[config.mk]
export PLATFORM = sky130hd
export DESIGN_NAME = pixel_normalizer_flat
export DESIGN_NICKNAME = d
export VERILOG_FILES = /design/src/rtl/pixel_normalizer_pkg.sv /design/src/rtl/pixel_normalizer_if.sv /design/src/rtl/pixel_normalizer_round_sat.sv /design/src/rtl/pixel_normalizer.sv /design/src/flat_wrapper.sv
export SDC_FILE = /design/constraint.sdc
export NUM_CORES = 1
export LEC_CHECK = 0
export BUFFER_PORTS_ARGS = -buffer_cell sky130_fd_sc_hd__buf_2
export CAP_MARGIN = 40
export CORE_ASPECT_RATIO = 0.9
export CORE_MARGIN = 8
export CORE_UTILIZATION = 55
export CTS_CLUSTER_SIZE = 12
export DETAILED_ROUTE_END_ITERATION = 7
export PLACE_DENSITY = 0.69
export SETUP_SLACK_MARGIN = 0.2
export SYNTH_ARGS = -nofsm -noshare
export SYNTH_HDL_FRONTEND = slang
export SYNTH_SLANG_ARGS = --single-unit
[constraint.sdc]
create_clock -name clk -period 6.46 [get_ports clk]
set_input_delay 1.292 -clock clk [delete_from_list [all_inputs] [get_ports clk]]
set_output_delay 1.292 -clock clk [all_outputs]
set_load 0.02 [all_outputs]
[src/rtl/pixel_normalizer_pkg.sv]
`default_nettype none
// pixel_normalizer_pkg -- shared Q2.16 scale widths, mode encodings and the mode-0 scale helper.
// Revision: 1.0
package pixel_normalizer_pkg;

  localparam int SCALE_W    = 18;
  localparam int SCALE_FRAC = 16;

  typedef enum logic {
    MODE_FULL = 1'b0,
    MODE_NORM = 1'b1
  } mode_e;

  // round(2^16 / (2^in_w - 1)) using integer arithmetic: floor((2a + b) / 2b)
  function automatic logic [SCALE_W-1:0] mode0_scale(input int in_w);
    longint den;
    den = (longint'(1) << in_w) - 1;
    return SCALE_W'(((longint'(1) << (SCALE_FRAC + 1)) + den) / (2 * den));
  endfunction

endpackage
`default_nettype wire

[src/rtl/pixel_normalizer_if.sv]
`default_nettype none
// pixel_normalizer_if -- input/output stream handshake bundle for pixel_normalizer.
// Revision: 1.0
interface pixel_normalizer_if #(
  parameter int IN_W  = 8,
  parameter int OUT_W = 16
);

  logic             s_valid;
  logic             s_ready;
  logic [IN_W-1:0]  s_data;
  logic             s_sof;
  logic             m_valid;
  logic             m_ready;
  logic [OUT_W-1:0] m_data;
  logic [1:0]       m_ch;

  modport master (
    output s_valid, s_data, s_sof, m_ready,
    input  s_ready, m_valid, m_data, m_ch
  );

  modport slave (
    input  s_valid, s_data, s_sof, m_ready,
    output s_ready, m_valid, m_data, m_ch
  );

endinterface
`default_nettype wire

[src/rtl/pixel_normalizer_round_sat.sv]
`default_nettype none
// norm_round_sat -- combinational round-half-up shift from Q.16 to Q.OUT_FRAC plus signed saturation.
// Revision: 1.0
module norm_round_sat #(
  parameter int P_W      = 28,
  parameter int OUT_FRAC = 10,
  parameter int OUT_W    = 16
) (
  input  wire signed [P_W-1:0] p,
  output logic [OUT_W-1:0]     r,
  output logic                 clip
);

  localparam int SHIFT = 16 - OUT_FRAC;
  localparam int R_W   = P_W + 1;

  logic signed [R_W-1:0]   rs;
  logic [R_W-OUT_W:0]      hi;

  generate
    if (SHIFT > 0) begin : g_round
      localparam logic signed [R_W-1:0] HALF = {{(R_W-1){1'b0}}, 1'b1} <<< (SHIFT - 1);
      // one extra bit of headroom keeps the rounding add from wrapping
      assign rs = (R_W'(p) + HALF) >>> SHIFT;
    end else begin : g_noround
      assign rs = R_W'(p);
    end
  endgenerate

  assign hi = rs[R_W-1:OUT_W-1];

  always_comb begin
    clip = (hi != '0) && (hi != '1);
    if (clip) begin
      r = rs[R_W-1] ? {1'b1, {(OUT_W-1){1'b0}}} : {1'b0, {(OUT_W-1){1'b1}}};
    end else begin
      r = rs[OUT_W-1:0];
    end
  end

endmodule
`default_nettype wire

[src/rtl/pixel_normalizer.sv]
`default_nettype none
// pixel_normalizer -- 3-stage per-channel pixel normalizer: subtract/select, multiply, round/saturate.
// Revision: 1.0
module pixel_normalizer
  import pixel_normalizer_pkg::*;
#(
  parameter int IN_W     = 8,
  parameter int OUT_FRAC = 10,
  parameter int OUT_W    = 16,
  parameter int CH       = 3
) (
  input  wire                clk,
  input  wire                rst_n,
  pixel_normalizer_if.slave  bus,
  input  wire                cfg_mode,
  input  wire                cfg_we,
  input  wire [1:0]          cfg_ch,
  input  wire [IN_W-1:0]     cfg_mean,
  input  wire [SCALE_W-1:0]  cfg_scale,
  output logic               busy,
  output logic [15:0]        sat_cnt
);

  localparam int                 D_W        = IN_W + 1;
  localparam int                 P_W        = IN_W + 20;
  localparam logic [SCALE_W-1:0] FULL_SCALE = mode0_scale(IN_W);

  logic                     ce;
  logic [1:0]               ch_cnt;
  logic [1:0]               ch_sel;
  logic [IN_W-1:0]          mean_reg  [CH];
  logic [SCALE_W-1:0]       scale_reg [CH];
  logic [IN_W-1:0]          mean_sel;
  logic [SCALE_W-1:0]       scale_sel;

  logic                     s1_valid;
  logic signed [D_W-1:0]    s1_d;
  logic [SCALE_W-1:0]       s1_scale;
  logic [1:0]               s1_ch;
  logic                     s2_valid;
  logic signed [P_W-1:0]    s2_p;
  logic [1:0]               s2_ch;
  logic [OUT_W-1:0]         rs_data;
  logic                     rs_clip;
  logic                     m_clip;

  assign ce          = !bus.m_valid || bus.m_ready;
  assign bus.s_ready = ce;
  assign ch_sel      = bus.s_sof ? 2'd0 : ch_cnt;
  assign busy        = s1_valid || s2_valid || bus.m_valid;

  always_comb begin
    mean_sel  = '0;
    scale_sel = FULL_SCALE;
    if (cfg_mode == MODE_NORM) begin
      mean_sel  = mean_reg[ch_sel];
      scale_sel = scale_reg[ch_sel];
    end
  end

  // coefficient registers are read combinationally, so a same-cycle write is seen by the next beat only
  always_ff @(posedge clk or negedge rst_n) begin
    if (!rst_n) begin
      for (int i = 0; i < CH; i++) begin
        mean_reg[i]  <= '0;
        scale_reg[i] <= FULL_SCALE;
      end
    end else if (cfg_we && (int'(cfg_ch) < CH)) begin
      mean_reg[cfg_ch]  <= cfg_mean;
      scale_reg[cfg_ch] <= cfg_scale;
    end
  end

  always_ff @(posedge clk or negedge rst_n) begin
    if (!rst_n) begin
      ch_cnt      <= 2'd0;
      s1_valid    <= 1'b0;
      s1_d        <= '0;
      s1_scale    <= '0;
      s1_ch       <= 2'd0;
      s2_valid    <= 1'b0;
      s2_p        <= '0;
      s2_ch       <= 2'd0;
      bus.m_valid <= 1'b0;
      bus.m_data  <= '0;
      bus.m_ch    <= 2'd0;
      m_clip      <= 1'b0;
    end else if (ce) begin
      s1_valid <= bus.s_valid;
      if (bus.s_valid) begin
        ch_cnt   <= (ch_sel == 2'(CH - 1)) ? 2'd0 : ch_sel + 2'd1;
        s1_d     <= $signed({1'b0, bus.s_data}) - $signed({1'b0, mean_sel});
        s1_scale <= scale_sel;
        s1_ch    <= ch_sel;
      end
      s2_valid    <= s1_valid;
      s2_p        <= P_W'(s1_d) * P_W'($signed({1'b0, s1_scale}));
      s2_ch       <= s1_ch;
      bus.m_valid <= s2_valid;
      bus.m_data  <= rs_data;
      bus.m_ch    <= s2_ch;
      m_clip      <= s2_valid && rs_clip;
    end
  end

  always_ff @(posedge clk or negedge rst_n) begin
    if (!rst_n) begin
      sat_cnt <= 16'd0;
    end else if (bus.m_valid && bus.m_ready && m_clip && (sat_cnt != 16'hFFFF)) begin
      sat_cnt <= sat_cnt + 16'd1;
    end
  end

  norm_round_sat #(
    .P_W      (P_W),
    .OUT_FRAC (OUT_FRAC),
    .OUT_W    (OUT_W)
  ) u_round_sat (
    .p    (s2_p),
    .r    (rs_data),
    .clip (rs_clip)
  );

endmodule
`default_nettype wire

[src/flat_wrapper.sv]
// flat-port wrapper written by rule: the top's interface ports become plain ports
module pixel_normalizer_flat import pixel_normalizer_pkg::*;
#(
  parameter int IN_W     = 8,
  parameter int OUT_FRAC = 10,
  parameter int OUT_W    = 16,
  parameter int CH       = 3
)
  (clk, rst_n, cfg_mode, cfg_we, cfg_ch, cfg_mean, cfg_scale, busy, sat_cnt, bus_s_valid, bus_s_data, bus_s_sof, bus_m_ready, bus_s_ready, bus_m_valid, bus_m_data, bus_m_ch);
  pixel_normalizer_if #(.IN_W(IN_W), .OUT_W(OUT_W)) bus_i ();
  input  wire clk;
  input  wire rst_n;
  input  wire cfg_mode;
  input  wire cfg_we;
  input  wire [1:0] cfg_ch;
  input  wire [IN_W-1:0] cfg_mean;
  input  wire [SCALE_W-1:0] cfg_scale;
  output logic busy;
  output logic [15:0] sat_cnt;
  input wire logic [$bits(bus_i.s_valid)-1:0] bus_s_valid;
  input wire logic [$bits(bus_i.s_data)-1:0] bus_s_data;
  input wire logic [$bits(bus_i.s_sof)-1:0] bus_s_sof;
  input wire logic [$bits(bus_i.m_ready)-1:0] bus_m_ready;
  output wire logic [$bits(bus_i.s_ready)-1:0] bus_s_ready;
  output wire logic [$bits(bus_i.m_valid)-1:0] bus_m_valid;
  output wire logic [$bits(bus_i.m_data)-1:0] bus_m_data;
  output wire logic [$bits(bus_i.m_ch)-1:0] bus_m_ch;
  assign bus_i.s_valid = bus_s_valid;
  assign bus_i.s_data = bus_s_data;
  assign bus_i.s_sof = bus_s_sof;
  assign bus_i.m_ready = bus_m_ready;
  assign bus_s_ready = bus_i.s_ready;
  assign bus_m_valid = bus_i.m_valid;
  assign bus_m_data = bus_i.m_data;
  assign bus_m_ch = bus_i.m_ch;
  pixel_normalizer #(.IN_W(IN_W), .OUT_FRAC(OUT_FRAC), .OUT_W(OUT_W), .CH(CH)) u_core (.clk(clk), .rst_n(rst_n), .bus(bus_i), .cfg_mode(cfg_mode), .cfg_we(cfg_we), .cfg_ch(cfg_ch), .cfg_mean(cfg_mean), .cfg_scale(cfg_scale), .busy(busy), .sat_cnt(sat_cnt));
endmodule
==> results.sh <==
export IMPL_outcome="complete, no violations"
export IMPL_synth_cell_types=69
export IMPL_crit_cells=16
export IMPL_portBuffers=79
export IMPL_syn_nets=1612
export IMPL_r2r_cells=16
export IMPL_post_cts_setup_buffer_count=0
export IMPL_grt_max_degree=83
export IMPL_period_share_pct=88.7
export IMPL_ys_ff_latch=172
export IMPL_std_cell_rows=54
export IMPL_ys_seq_area_share_pct=31.9
export IMPL_start_util_pct=56.0
export IMPL_dieWidth_um=181
export IMPL_arrival_ns=6.05
export IMPL_clock_path_buffers=2
export IMPL_hold_violations=0
export IMPL_first_pass_iters=5
export IMPL_slew_violations=0
export IMPL_wirelength_um=30200
export IMPL_drt_iter0_markers=563
export IMPL_layout_common_cells="nand2_1 (183), dfrtp_1 (166), inv_1 (136)"
export IMPL_die_area_um2=29900
export IMPL_routed_via_density=5.73
export IMPL_yosysTopAreaCell="dfrtp_1"
export IMPL_grt_pass1_vias=10100
export IMPL_yosysWarnings=0
export IMPL_slowest_stage="or4_1"
export IMPL_diodes=0
export IMPL_path_buf_inv=2
export IMPL_nNetsFinal=1654
export IMPL_grt_ovfl_total=0
export IMPL_setup_viol=0
export IMPL_synth_cells=1376
export IMPL_path_max_fanout=19
export IMPL_htreeDepth=4
export IMPL_drc=0
export IMPL_antenna_left=0
export IMPL_root_buffer="clkbuf_16"
export IMPL_clkTransAtPathRegs_ns=0.08
export IMPL_holdBufCountCts=0
export IMPL_fmax_ghz=0.174
export IMPL_worstPathRequired_ns=6.78
export IMPL_hold_class="reg2reg"
export IMPL_cap_viol_max_count=0
export IMPL_setup_worst_path_end_class="register"
export IMPL_synth_top_cell_area_share_pct=30.7
export IMPL_ys_top_cells_by_area="dfrtp_1 (31%), fa_1 (17%), ha_1 (7.3%), mux2_2 (6.7%), nand2_1 (5.1%)"
export IMPL_io_pins=80
export IMPL_vias=9961
export IMPL_track_usage_pct=20.8
export IMPL_synth_ff_type="dfrtp_1"
export IMPL_dieHeight_um=165
export IMPL_rsz0062_at_grt="no"
export IMPL_synth_area_um2=13500
export IMPL_finClkSkew_ns=0.0117
export IMPL_crit_chain="and2_1 > fa_1 > inv_1 > fa_1 > fa_1 > fa_1 > inv_1 > fa_1 > ha_1 > o21ai_0 > o21ai_0 > a21oi_1 > or4_1 > a2bb2oi_1 > mux2i_1 > nand3_1"
export IMPL_path_class="reg2reg"
export IMPL_start_kind="register"
export IMPL_cts_buffers=17
export IMPL_slew_headroom_pct=43.8
export IMPL_async_reset_ff_share_pct=100
export IMPL_critPathMaxStageDelay_ns=0.61
export IMPL_crit_family="adder cells"
export IMPL_syn_area_per_cell_um2=9.84
export IMPL_fin_tns_setup_ns=0
export IMPL_cts_tree="yes"
export IMPL_place_gp_congestion=0.813
export IMPL_worstMarginPinSlew_ns=0.836
export IMPL_grt_antenna_before_repair=0
export IMPL_coreArea_um2=24200
export IMPL_cts_sinks=172
export IMPL_fillers=2069
export IMPL_synth_edf_count=0
export IMPL_largest_register_ffs=54
export IMPL_hpwl_um=22400
export IMPL_area_growth_pct=9.34
export IMPL_wl_per_cell_um=17.4
export IMPL_clock_latency_ns=0.44
export IMPL_crit_path_frequent_cell="fa_1"
export IMPL_final_common_cell="nand2_1"
export IMPL_drive_gt1_share_pct=17.5
export IMPL_holdPathStages=2
export IMPL_cts_resized=0
export IMPL_min_period_ns=5.73
export IMPL_hold_ws_ns=0.477
export IMPL_grt_pass1_wl_um=50600
[area by class of cell]
| type | count | area (µm²) | area share [%] |
|---|---|---|---|
| Multi-Input combinational cell | 991 | 8370 | 56.5 |
| Sequential cell | 172 | 4310 | 29.1 |
| Timing Repair Buffer | 99 | 579 | 3.91 |
| Inverter | 137 | 514 | 3.47 |
| Clock buffer | 17 | 425 | 2.87 |
| Tap cell | 308 | 385 | 2.60 |
| Clock inverter | 15 | 218 | 1.47 |
[per-stage QoR]
stage / util [%] / instance area (µm²) / worst slack, ns / instances
floorplan: - / 13500 / 1.03 / 1376
global placement: 58.4 / 14100 / 0.915 / 1705
detailed placement: 58.5 / 14200 / 0.783 / 1707
CTS: 61.2 / 14800 / 0.754 / 1739
global route: 61.2 / 14800 / 0.452 / 1739
finish: 61.2 / 14800 / 0.728 / 1739
[routing by layer]
layer / GRT usage, % / share of wire, % / routed length (µm)
met1: 27.6 / 45 / 13700
met5: 0 / 0 / 0
met4: 5.36 / 1.6 / 496
met2: 34.4 / 48 / 14500
met3: 4.31 / 5.2 / 1580
[worst paths after layout]
| path | start | endpoint | slack, ns |
|---|---|---|---|
| worst max-delay path | u_core.s1_d[5] | u_core.s2_p[26] | 0.73 |
| worst min-delay path | u_core.s2_ch[0] | u_core.s2_ch[0] | 0.48 |
| worst max register to register | u_core.s1_d[5] | u_core.s2_p[26] | 0.73 |
| worst min register to register | u_core.s2_ch[0] | u_core.s2_ch[0] | 0.48 |
| max in group asynchronous | rst_n | u_core.bus.m_data[13] | 4.53 |
| min in group asynchronous | rst_n | u_core.sat_cnt[6] | 0.85 |
[cells in the mapped netlist, types with 12 or more instances]
master	number
nand2_1	183
dfrtp_1	166
inv_1	137
fa_1	114
mux2_2	81
ha_1	79
nor2_1	63
clkbuf_1	62
o21ai_0	61
and2_1	55
a21oi_1	53
nor2b_1	44
nand3_1	27
xnor2_1	24
xor2_1	21
a221oi_1	18
nand4_1	13
nor3_1	12
[worst min-delay path, delay by kind of cell (launching register included)]
| family | cells | cell delay [ns] |
|---|---|---|
| simple gates | 2 | 0.10 |
| flops | 1 | 0.35 |
[cells by family (layout without fill, tap and decap cells)]
| logic type | Yosys count | in the layout | synth area share (%) |
|---|---|---|---|
| multiplexers | 85 | 85 | 7.03 |
| AO/OA/AOI/OAI | 213 | 213 | 10.6 |
| XOR/XNOR | 46 | 46 | 3.03 |
| AND/OR/NAND/NOR | 454 | 454 | 16.9 |
| adder cells (fa/ha/maj) | 193 | 193 | 24.2 |
| buffers and inverters | 213 | 268 | 6.45 |
| flip-flops | 172 | 172 | 31.9 |
Power is left out: the tool's default activity adds up to more than one toggle a clock period on the data nets, which glitch-free logic cannot reach.
